[src/rtl/bcd_key_entry.sv]
// Keypad operand entry: scans a 4x4 matrix, debounces whole frames and shifts digits into BCD operands A/B.
// Optional BCD_KEY_BACKSPACE_EN makes '#' delete the last entered digit.
module bcd_key_entry #(
  parameter int SCAN_DIV = 1000,
  parameter int DEBOUNCE = 4
) (
  input  logic       clk,
  input  logic       rst,
  output logic [3:0] col_out,
  input  logic [3:0] row_in,
  output logic [3:0] a0,
  output logic [3:0] a1,
  output logic [3:0] a2,
  output logic [3:0] a3,
  output logic [3:0] b0,
  output logic [3:0] b1,
  output logic [3:0] b2,
  output logic [3:0] b3,
  output logic       sel_b,
  output logic       operands_valid,
  output logic       key_strobe
);

  localparam int DW = (SCAN_DIV > 1) ? $clog2(SCAN_DIV) : 1;
  localparam int CW = $clog2(DEBOUNCE + 1);
  // Frame result code: {hit, row[1:0], col[1:0]}; all-zero means no key.
  localparam logic [4:0] NONE = 5'd0;

  typedef enum logic [1:0] {
    ENTER_A = 2'd0,
    ENTER_B = 2'd1,
    DONE    = 2'd2
  } state_t;

  // ---------------- scanner ----------------
  logic [DW-1:0] div_q;
  logic [1:0]    col_q;
  logic          tick;
  logic          frame_end;

  assign tick      = (div_q == DW'(SCAN_DIV - 1));
  assign frame_end = tick && (col_q == 2'd3);
  assign col_out   = ~(4'b0001 << col_q);

  always_ff @(posedge clk) begin
    if (rst) begin
      div_q <= '0;
      col_q <= 2'd0;
    end else if (tick) begin
      div_q <= '0;
      col_q <= col_q + 2'd1;
    end else begin
      div_q <= div_q + DW'(1);
    end
  end

  // Lowest pressed row in the currently driven column.
  logic       row_hit;
  logic [1:0] row_idx;
  always_comb begin
    row_hit = 1'b0;
    row_idx = 2'd0;
    for (int r = 3; r >= 0; r--) begin
      if (!row_in[r]) begin
        row_hit = 1'b1;
        row_idx = 2'(r);
      end
    end
  end

  logic       frame_hit_q;
  logic [3:0] frame_key_q;
  logic [4:0] res;

  // Earlier columns win, so a captured key is never overwritten within a frame.
  always_comb begin
    res = NONE;
    if (frame_hit_q)  res = {1'b1, frame_key_q};
    else if (row_hit) res = {1'b1, row_idx, col_q};
  end

  always_ff @(posedge clk) begin
    if (rst) begin
      frame_hit_q <= 1'b0;
      frame_key_q <= 4'd0;
    end else if (frame_end) begin
      frame_hit_q <= 1'b0;
      frame_key_q <= 4'd0;
    end else if (tick && !frame_hit_q && row_hit) begin
      frame_hit_q <= 1'b1;
      frame_key_q <= {row_idx, col_q};
    end
  end

  // ---------------- debounce ----------------
  logic [4:0]    deb_q;
  logic [4:0]    cand_q;
  logic [CW-1:0] cnt_q;
  logic [CW-1:0] run;
  logic          accept;
  logic          press;

  assign run    = (res == cand_q) ? cnt_q + CW'(1) : CW'(1);
  assign accept = frame_end && (res != deb_q) && (run >= CW'(DEBOUNCE));
  // Only a release-to-key change counts; key-to-key swaps just move the debounced state.
  assign press  = accept && (deb_q == NONE);

  always_ff @(posedge clk) begin
    if (rst) begin
      deb_q  <= NONE;
      cand_q <= NONE;
      cnt_q  <= '0;
    end else if (frame_end) begin
      cand_q <= res;
      if (res == deb_q) begin
        cnt_q <= '0;
      end else if (accept) begin
        deb_q <= res;
        cnt_q <= '0;
      end else begin
        cnt_q <= run;
      end
    end
  end

  // ---------------- key decode ----------------
  logic       is_digit;
  logic [3:0] digit;
  logic       is_plus;
  logic       is_eq;
  logic       is_clr;
`ifdef BCD_KEY_BACKSPACE_EN
  logic       is_back;
`endif

  always_comb begin
    is_digit = 1'b0;
    digit    = 4'd0;
    is_plus  = 1'b0;
    is_eq    = 1'b0;
    is_clr   = 1'b0;
`ifdef BCD_KEY_BACKSPACE_EN
    is_back  = 1'b0;
`endif
    case (res[3:0])
      4'b0000: begin is_digit = 1'b1; digit = 4'd1; end
      4'b0001: begin is_digit = 1'b1; digit = 4'd2; end
      4'b0010: begin is_digit = 1'b1; digit = 4'd3; end
      4'b0011: is_plus = 1'b1;
      4'b0100: begin is_digit = 1'b1; digit = 4'd4; end
      4'b0101: begin is_digit = 1'b1; digit = 4'd5; end
      4'b0110: begin is_digit = 1'b1; digit = 4'd6; end
      4'b0111: is_eq = 1'b1;
      4'b1000: begin is_digit = 1'b1; digit = 4'd7; end
      4'b1001: begin is_digit = 1'b1; digit = 4'd8; end
      4'b1010: begin is_digit = 1'b1; digit = 4'd9; end
      4'b1011: is_clr = 1'b1;
      4'b1101: begin is_digit = 1'b1; digit = 4'd0; end
`ifdef BCD_KEY_BACKSPACE_EN
      4'b1110: is_back = 1'b1;
`endif
      default: ;
    endcase
  end

  // ---------------- operand FSM ----------------
  state_t          state_q, state_d;
  logic [3:0][3:0] a_q, a_d;
  logic [3:0][3:0] b_q, b_d;

  always_comb begin
    state_d = state_q;
    a_d     = a_q;
    b_d     = b_q;
    if (press) begin
      if (is_clr) begin
        a_d     = '0;
        b_d     = '0;
        state_d = ENTER_A;
      end else if (is_digit) begin
        case (state_q)
          // A full operand (nonzero top digit) swallows further digits.
          ENTER_A: if (a_q[3] == 4'd0) a_d = {a_q[2:0], digit};
          ENTER_B: if (b_q[3] == 4'd0) b_d = {b_q[2:0], digit};
          DONE: begin
            a_d     = {12'd0, digit};
            b_d     = '0;
            state_d = ENTER_A;
          end
          default: state_d = ENTER_A;
        endcase
      end else if (is_plus) begin
        if (state_q == ENTER_A) begin
          state_d = ENTER_B;
        end else if (state_q == DONE) begin
          b_d     = '0;
          state_d = ENTER_B;
        end
      end else if (is_eq) begin
        if (state_q != DONE) state_d = DONE;
      end
`ifdef BCD_KEY_BACKSPACE_EN
      else if (is_back) begin
        if (state_q == ENTER_A) begin
          a_d = {4'd0, a_q[3:1]};
        end else begin
          b_d     = {4'd0, b_q[3:1]};
          state_d = ENTER_B;
        end
      end
`endif
    end
  end

  always_ff @(posedge clk) begin
    if (rst) begin
      state_q    <= ENTER_A;
      a_q        <= '0;
      b_q        <= '0;
      key_strobe <= 1'b0;
    end else begin
      state_q    <= state_d;
      a_q        <= a_d;
      b_q        <= b_d;
      key_strobe <= press;
    end
  end

  assign a0 = a_q[0];
  assign a1 = a_q[1];
  assign a2 = a_q[2];
  assign a3 = a_q[3];
  assign b0 = b_q[0];
  assign b1 = b_q[1];
  assign b2 = b_q[2];
  assign b3 = b_q[3];

  assign sel_b          = (state_q == ENTER_B);
  assign operands_valid = (state_q == DONE);

endmodule

[config.mk]
export PLATFORM = sky130hd
export DESIGN_NAME = bcd_key_entry
export DESIGN_NICKNAME = d
export VERILOG_FILES = /design/src/rtl/bcd_key_entry.sv
export SDC_FILE = /design/constraint.sdc
export NUM_CORES = 1
export LEC_CHECK = 0
export CAP_MARGIN = 10
export CORE_UTILIZATION = 40
export CTS_CLUSTER_DIAMETER = 120
export DETAILED_ROUTE_END_ITERATION = 10
export GPL_TIMING_DRIVEN = 1
export PLACE_DENSITY = 0.72
export SYNTH_ARGS = -nofsm -noshare
export SYNTH_HDL_FRONTEND = slang
export SYNTH_SLANG_ARGS = --single-unit
[constraint.sdc]
create_clock -name clk -period 3.2 [get_ports clk]
set_input_delay 0.96 -clock clk [delete_from_list [all_inputs] [get_ports clk]]
set_output_delay 0.96 -clock clk [all_outputs]
set_load 0.01 [all_outputs]
==> results of run 1 <==
Yosys cell counts, types with 4 or more instances:
cell type,n,area share (%)
a21oi_1,24,3.6
a311oi_1,5,1.3
and2_1,5,0.93
and3_1,4,0.75
buf_2,4,0.60
buf_4,4,0.89
clkbuf_1,11,1.2
dfxtp_1,65,39
ha_1,9,3.4
inv_1,11,1.2
mux2i_1,21,6.3
nand2_1,56,6.3
nand3_1,26,3.9
nand4_1,13,2.4
nor2_1,36,4.0
nor3_1,7,1.0
o21ai_0,18,2.7
or3_1,4,0.75
xnor2_1,7,1.8
xor2_1,10,2.6
power breakdown:
part	total [mW]	switching [mW]	internal (mW)	leakage, nW
Sequential	0.816	0.00382	0.812	0.524
Combinational	0.0826	0.0494	0.0331	1.08
Clock	0.701	0.305	0.396	0.102
worst max path at each step:
stage | endpoint | start | slack, ns | cells after the start
after floorplan | a0[1] | row_in[1] | 0.30 | 10
after global placement | a0[1] | row_in[2] | -0.16 | 9
after detailed placement | a0[1] | row_in[0] | -0.22 | 9
after CTS | a0[1] | row_in[0] | 0.12 | 9
after global routing | deb_q[0] | row_in[1] | 0.008 | 11
final | a0[1] | row_in[2] | 0.13 | 9
cells by family after synthesis:
group	Yosys count	share of synthesized area, %
compound gates	73	15.3
xor+xnor	18	4.92
fa+ha+maj	9	3.35
buf+inv	33	4.96
flops	65	38.7
mux	22	6.59
simple gates	173	26.1
metrics by stage:
stage | setup slack [ns] | power [mW] | hold slack (ns) | setup TNS, ns
after floorplan | 0.298 | 0.881 | 0.436 | 0
after global placement | -0.165 | 0.915 | 0.444 | -3.67
after detailed placement | -0.222 | 0.915 | 0.456 | -5.97
after CTS | 0.117 | 1.61 | 0.466 | 0
after global routing | 0.00838 | 1.66 | 0.472 | 0
final | 0.135 | 1.60 | 0.465 | 0
layout make-up:
type                            count  area [um^2]
Clock inverter                      3         40.0
Timing Repair Buffer               85          776
Inverter                           11         41.3
Tap cell                          105          131
Multi-Input combinational cell    295         1890
Clock buffer                       12          155
Fill cell                         753         3840
Sequential cell                    65         1300
layer usage:
metal  vias up  track usage (%)  share of wire (%)
met2        75             31.2                 45
li1       1555                -                  -
met3        10             2.52                3.8
met4         0             7.69                1.5
met1      1476             26.9                 49
met5         -                0                  0
what timing repair did:
item / 4_1_cts / 5_1_grt
setup endpoints to repair: 0 / 5
resized for setup: 0 / 1
hold buffers: 0 / 0
tightest hold or removal path: cells and delay by family (launching register included):
kind | cells | cell delay [ns]
DFF | 1 | 0.31
and+or+nand+nor | 1 | 0.06
AOI/OAI and AO/OA | 1 | 0.05
==> flow_metrics.tcl, run 1 <==
set metrics [dict create \
    slew-limit-headroom_pct 47.4 \
    worst_path_largest_cell_delay_ns 0.53 \
    cpLargestDelayFamily "buffers and inverters" \
    synth_warnings 0 \
    period_share_pct 95.8 \
    drt_wl_total_um 8280 \
    min-delay-path-class "flop to flop" \
    hpwl_um 5980 \
    finalSetupViolations 0 \
    post-cts-setup-buffer-count 0 \
    initial_core_util_pct 41.1 \
    path_max_fanout 7 \
    start_kind "primary input" \
    cts-htree-levels 3 \
    die_area_um2 8770 \
    drtIter0Drc 316 \
    dp_cells 561 \
    cpMaxStageDelayCell "clkdlybuf4s50_1" \
    ioPinCount 45 \
    largest_register "div_q" \
    placed_cell_area_um2 4140 \
    drc 0 \
    async_flop_share_pct 0 \
    cp_cell_sequence "clkdlybuf4s50_1 > and2_1 > nor3b_1 > o311a_1 > o2111a_2 > nor4_4 > buf_4 > nand2_4 > mux2_1" \
    hold_end "cnt_q[1]" \
    routed_via_density 5.41 \
    grt_pass1_vias 2867 \
    grt_setup_unrepaired "false" \
    whs_path_depth 2 \
    period_needed_ns 3.07 \
    drv_cap 0 \
    avgSynthCellArea_um2 8.55 \
    r2r_start "frame_hit_q" \
    power.density_nw_per_um2 369 \
    grt_max_degree 34 \
    finalHoldViolations 0 \
    outcome "finished clean" \
    ys_ff_latch 65 \
    largest_reg_flops 10 \
    layout.cells.non_filler 576 \
    timing.rr.end "a0[1]" \
    peakVddDrop_mv 0.202 \
    rrSetupSlack_ns 0.57 \
    cts_tree "yes" \
    numCtsBuffers 9 \
    layout_common_cells "65 x dfxtp_1, 56 x nand2_1, 43 x clkdlybuf4s50_1" \
    hp-start "cnt_q[1]" \
    worstSetupPathType "primary input to flop" \
    utilization_pct 53.0 \
    syn-num-nets 408 \
    top_regs "div_q (10), cand_q (5), deb_q (5)" \
    ys_types 61 \
    clk_path_buf_depth 2 \
    drtAntennaViolNets 0 \
    wl_per_cell_um 14.4 \
    seq_area_frac_synth_pct 38.7 \
    grt.total_usage_pct 19.6 \
    antenna_cells 0 \
    cp.arrival_ns 3.28 \
    maxSlewViolCount 0 \
    first_pass_iters 4 \
    die_w_um 93.6 \
    max_freq_ghz 0.326 \
    overflow 0 \
    fin_area_um2 4340 \
    final_common_cell "dfxtp_1" \
    crit_required_ns 3.41 \
    p_leak_nw 1.70 \
    antenna_found_initial 0 \
    grt_pass1_wl_um 13600 \
    drive_gt1_share_pct 14.9 \
    syn_to_final_growth_pct 29.1 \
    crit_buf_inv 2 \
    tightest_slew_ns 0.786 \
    nNetsFinal 482 \
    root_buffer "clkbuf_8" \
    ys.flop_type "dfxtp_1" \
    clk_pin_slew_worst_paths_ns 0.06 \
    cts_sinks 65 \
    reg2regPathDepth 8 \
    syn-cell-area_um2 3360 \
    gp_congestion 0.894 \
    dieHeight_um 93.6 \
    synth_cells 393 \
    route.vias.total 3116 \
    synth-edff-count 0 \
    io_buffers 44 \
    clock_skew_ns 0.0128 \
    cp-end-kind "flop" \
    clk_latency_ns 0.33 \
    row_count 33 \
    core-area_um2 8180 \
]
No activity file was read; power rests on OpenSTA's default activity.
==> inputs of run 2 (changes only) <==
- CORE_MARGIN: default -> 2
==> run 2 against run 1 <==
Against the previous run:
- final area is 0.61% higher
- clock skew is 0.0041 ns lower
- critical path depth is 1 lower
- cell count is 1.0% higher
- flip-flop and latch count stayed put
- worst setup slack better by 0.026 ns
- critical endpoint is now state_q[0]
- highest routed layer unchanged
==> flow_metrics.tcl, run 2 (same netlist as run 1, synthesis figures left out) <==
set metrics [dict create \
    outcome "finished clean" \
    syn_to_final_growth_pct 29.9 \
    utilization_pct 53.4 \
    clk_pin_slew_worst_paths_ns 0.07 \
    tightest_slew_ns 0.733 \
    dieHeight_um 95.6 \
    io_buffers 44 \
    wl_per_cell_um 14.2 \
    drv_cap 0 \
    nNetsFinal 487 \
    layout.cells.non_filler 582 \
    hold_buffers 0 \
    root_buffer "clkbuf_8" \
    path_max_fanout 4 \
    critPathLaunch "row_in[0]" \
    drt_wl_total_um 8260 \
    period_needed_ns 3.04 \
    grt_pass1_vias 3019 \
    clk_path_buf_depth 2 \
    antenna_found_initial 0 \
    grt_setup_unrepaired "false" \
    drtIter0Drc 172 \
    max_freq_ghz 0.329 \
    dp_cells 565 \
    drive_gt1_share_pct 16.4 \
    cp-end-kind "flop" \
    cts_sinks 65 \
    whs_path_depth 2 \
    ioPinCount 45 \
    drc 0 \
    finalSetupViolations 0 \
    worstSetupPathType "primary input to flop" \
    r2r_start "frame_hit_q" \
    period_share_pct 95.0 \
    cts_tree "yes" \
    die_area_um2 9140 \
    overflow 0 \
    layout_common_cells "65 x dfxtp_1, 56 x nand2_1, 45 x buf_4" \
    crit_required_ns 3.42 \
    core-area_um2 8180 \
    drtAntennaViolNets 0 \
    gp_congestion 0.856 \
    numCtsBuffers 9 \
    grt_max_degree 34 \
    route.vias.total 3097 \
    antenna_cells 0 \
    slew-limit-headroom_pct 50.9 \
    largest_reg_flops 10 \
    fillers 759 \
    power.density_nw_per_um2 365 \
    min-delay-path-class "flop to flop" \
    grt_pass1_wl_um 14200 \
    peakVddDrop_mv 0.236 \
    p_leak_nw 1.71 \
    row_count 33 \
    finalHoldViolations 0 \
    clock_skew_ns 0.00862 \
    hpwl_um 6100 \
    final_common_cell "dfxtp_1" \
    hp-start "cnt_q[1]" \
    grt.total_usage_pct 19.8 \
    start_kind "primary input" \
    reg2regPathDepth 10 \
    largest_register "div_q" \
    top_regs "div_q (10), cand_q (5), deb_q (5)" \
    die_w_um 95.6 \
    maxSlewViolCount 0 \
    clk_latency_ns 0.34 \
    routed_via_density 5.32 \
    first_pass_iters 4 \
    initial_core_util_pct 41.1 \
    cts-htree-levels 3 \
    cp.arrival_ns 3.26 \
]
[run 2: through the flow]
| step | setup TNS [ns] | power, mW | worst slack (ns) | hold WS (ns) | area [um^2] |
|---|---|---|---|---|---|
| final | 0 | 1.59 | 0.161 | 0.465 | 4360 |
| after global routing | 0 | 1.65 | 0.0241 | 0.484 | 4360 |
| after CTS | 0 | 1.60 | 0.106 | 0.467 | 4350 |
| after detailed placement | -5.50 | 0.919 | -0.245 | 0.456 | 4160 |
| after floorplan | 0 | 0.881 | 0.298 | 0.436 | 3360 |
| after global placement | -4.51 | 0.917 | -0.200 | 0.449 | 4160 |
[run 2: path summary, 6_finish.rpt]
check | to | slack, ns
worst max-delay path | state_q[0] | 0.16
worst min-delay path | cnt_q[1] | 0.47
worst max register to register | deb_q[2] | 0.61
worst min register to register | cnt_q[1] | 0.47
[run 2: critical path, cell delays in order]
cell	delay, ns
clkdlybuf4s50_1	0.54
buf_4	0.15
a21oi_1	0.05
o311a_1	0.34
o2111a_2	0.30
or4_1	0.61
o21ai_0	0.21
a21oi_1	0.09
[run 2: layout make-up]
type                    count  area, um^2  area share, %
clock inverters             6        57.6           1.32
inverters                  11        41.3          0.947
multi-input cells         295        1890           43.4
flip-flops and latches     65        1300           29.8
well taps                 105         131           3.01
clock buffers              10         138           3.16
repair buffers             90         798           18.3
[run 2: timing repair]
item / CTS / global route
buffers inserted: 0 / 1
setup endpoints to repair: 0 / 6
resized for setup: 0 / 1
[run 2: per-layer routing]
layer	share of wire (%)	vias to the layer above	track usage, %	wire [um]
met2	46	67	30.1	3810
li1	-	1562	-	-
met3	3.9	14	3.16	321
met5	0	-	0	0
met4	2.3	0	9.64	188
met1	48	1454	27.2	3950
[run 2: power by group]
| group | total (mW) | leakage (nW) | switching (mW) | internal (mW) |
|---|---|---|---|---|
| clock network | 0.691 | 0.102 | 0.316 | 0.375 |
| registers | 0.816 | 0.524 | 0.00409 | 0.812 |
| logic | 0.0854 | 1.09 | 0.0499 | 0.0355 |
| total | 1.59 | 1.71 | 0.370 | 1.22 |
==> inputs of run 3 (changes only) <==
==> constraint.sdc (replaced) <==
create_clock -name clk -period 3.2 [get_ports clk]
set_input_delay 0.32 -clock clk [delete_from_list [all_inputs] [get_ports clk]]
set_output_delay 0.32 -clock clk [all_outputs]
set_load 0.01 [all_outputs]
==> run 3 against run 2 <==
Against the previous run:
- first-iteration DRC count rose by 21%
- utilization fell by 3.0 points
- worst setup slack improved by 0.19 ns
- routed wire length fell by 1.8%
- via count fell by 3.6%
- critical path depth did not move
- clock power barely moved
- critical endpoint is now b0[2]
- largest cell class unchanged
- highest routed layer unchanged
==> flow_metrics.tcl, run 3 (same netlist as run 1, synthesis figures left out) <==
set metrics [dict create \
    cpLargestDelayFamily "simple AND/OR/NAND/NOR gates" \
    gp_congestion 0.866 \
    dp_cells 536 \
    power.density_nw_per_um2 383 \
    grt_max_degree 22 \
    period_share_pct 89.2 \
    fin_tns_setup_ns 0 \
    reg2regPathDepth 7 \
    seqPwrFrac_pct 51.7 \
    r2r_start "frame_hit_q" \
    antenna_found_initial 0 \
    cts_tree "yes" \
    maxSlewViolCount 0 \
    rrSetupSlack_ns 0.42 \
    drv_cap 0 \
    crit_required_ns 3.42 \
    drive_gt1_share_pct 10.3 \
    clock_skew_ns 0.0114 \
    die_w_um 95.6 \
    route.vias.total 2987 \
    initial_core_util_pct 41.1 \
    finalHoldViolations 0 \
    routed_via_density 5.42 \
    grt_setup_unrepaired "false" \
    post-cts-setup-buffer-count 0 \
    worstSetupPathType "primary input to flop" \
    cp_cell_sequence "clkdlybuf4s50_1 > nand2_1 > o311ai_1 > o311a_1 > o21ai_1 > nor4_4 > and2_1 > o21ai_0" \
    clk_path_buf_depth 2 \
    period_needed_ns 2.85 \
    first_pass_iters 5 \
    timing.rr.end "b0[2]" \
    die_area_um2 9140 \
    overflow 0 \
    hp-start "cnt_q[1]" \
    fillers 773 \
    crit_buf_inv 1 \
    drt_wl_total_um 8120 \
    drtIter0Drc 208 \
    row_count 33 \
    layout.cells.non_filler 551 \
    placed_cell_area_um2 3930 \
    cpMaxStageDelayCell "clkdlybuf4s50_1" \
    p_leak_nw 1.56 \
    worst_path_largest_cell_delay_ns 0.68 \
    nNetsFinal 457 \
    grt_pass1_vias 2802 \
    comb_power_share_pct 4.6 \
    io_buffers 44 \
    hpwl_um 5680 \
    antenna_cells 0 \
    dieHeight_um 95.6 \
    top_regs "div_q (10), cand_q (5), deb_q (5)" \
    net-switching-power_mw 0.366 \
    max_freq_ghz 0.350 \
    cts_sinks 65 \
    sw_frac_of_total_pct 23.2 \
    cts-htree-levels 3 \
    hold_end "cnt_q[1]" \
    tightest_slew_ns 0.709 \
    grt.total_usage_pct 18.9 \
    finalSetupViolations 0 \
    min-delay-path-class "flop to flop" \
    internal_power_mw 1.21 \
    root_buffer "clkbuf_8" \
    wl_per_cell_um 14.7 \
    cts_resized 0 \
    core-area_um2 8180 \
    cp.arrival_ns 3.07 \
    drc 0 \
    start_kind "primary input" \
    syn_to_final_growth_pct 22.7 \
    whs_path_depth 2 \
    fin_area_um2 4120 \
    slew-limit-headroom_pct 52.6 \
    path_max_fanout 14 \
    largest_reg_flops 10 \
    layout_common_cells "65 x dfxtp_1, 56 x nand2_1, 44 x clkdlybuf4s50_1" \
    ioPinCount 45 \
    cp-end-kind "flop" \
    largest_register "div_q" \
    clk_latency_ns 0.35 \
    final_common_cell "dfxtp_1" \
    peakVddDrop_mv 0.170 \
    pwr-share-clk_pct 43.7 \
    outcome "finished clean" \
    numCtsBuffers 9 \
    hold_buffers 0 \
    grt_pass1_wl_um 13600 \
    clk_pin_slew_worst_paths_ns 0.08 \
    drtAntennaViolNets 0 \
]
-- run 3: cell type report --
type	count	area [um^2]	share of cell area [%]
tap	105	131	3.19
inverter	11	41.3	1.00
multi-input combinational	295	1890	45.9
clock buffer	10	138	3.34
sequential	65	1300	31.6
timing repair buffer	60	561	13.6
clock inverter	5	56.3	1.37
-- run 3: worst register-to-register path: stages (launching register included) --
cell and delay (ns):
dfxtp_1 0.53, inv_1 0.25, a31oi_4 0.36, xnor2_1 0.19, o21ai_1 0.22, nor4_4 0.46, and2_1 0.49, o21ai_0 0.17
-- run 3: worst max path at each step --
stage / from / endpoint / cells after the start
global placement: row_in[1] / b1[0] / 8
global route: row_in[1] / b2[2] / 8
finish: row_in[1] / b0[2] / 8
floorplan: row_in[1] / a0[1] / 10
CTS: row_in[1] / b0[2] / 8
detailed placement: row_in[1] / b0[2] / 8
-- run 3: stage by stage --
stage               hold WS (ns)  power [mW]  worst slack, ns  utilization, %
floorplan                  0.436       0.881            0.938               -
global placement           0.446       0.904            0.145            48.0
detailed placement         0.460       0.904           0.0449            48.0
CTS                        0.470        1.59            0.409            50.4
global route               0.495        1.64            0.184            50.4
finish                     0.471        1.58            0.346            50.4
-- run 3: routing by layer --
metal / global-route usage [%] / wire [um]
met1: 25.3 / 3890
met2: 30.0 / 3800
met3: 4.19 / 295
met4: 6.43 / 123
met5: 0 / 0
-- run 3: power by group through the flow --
stage | combinational (mW) | clock, mW | sequential [mW]
final | 0.0721 | 0.689 | 0.815
after CTS | 0.0708 | 0.703 | 0.815
after floorplan | 0.0477 | 0 | 0.833
after global routing | 0.0781 | 0.746 | 0.816
after global placement | 0.0697 | 0 | 0.834
after detailed placement | 0.0701 | 0 | 0.834
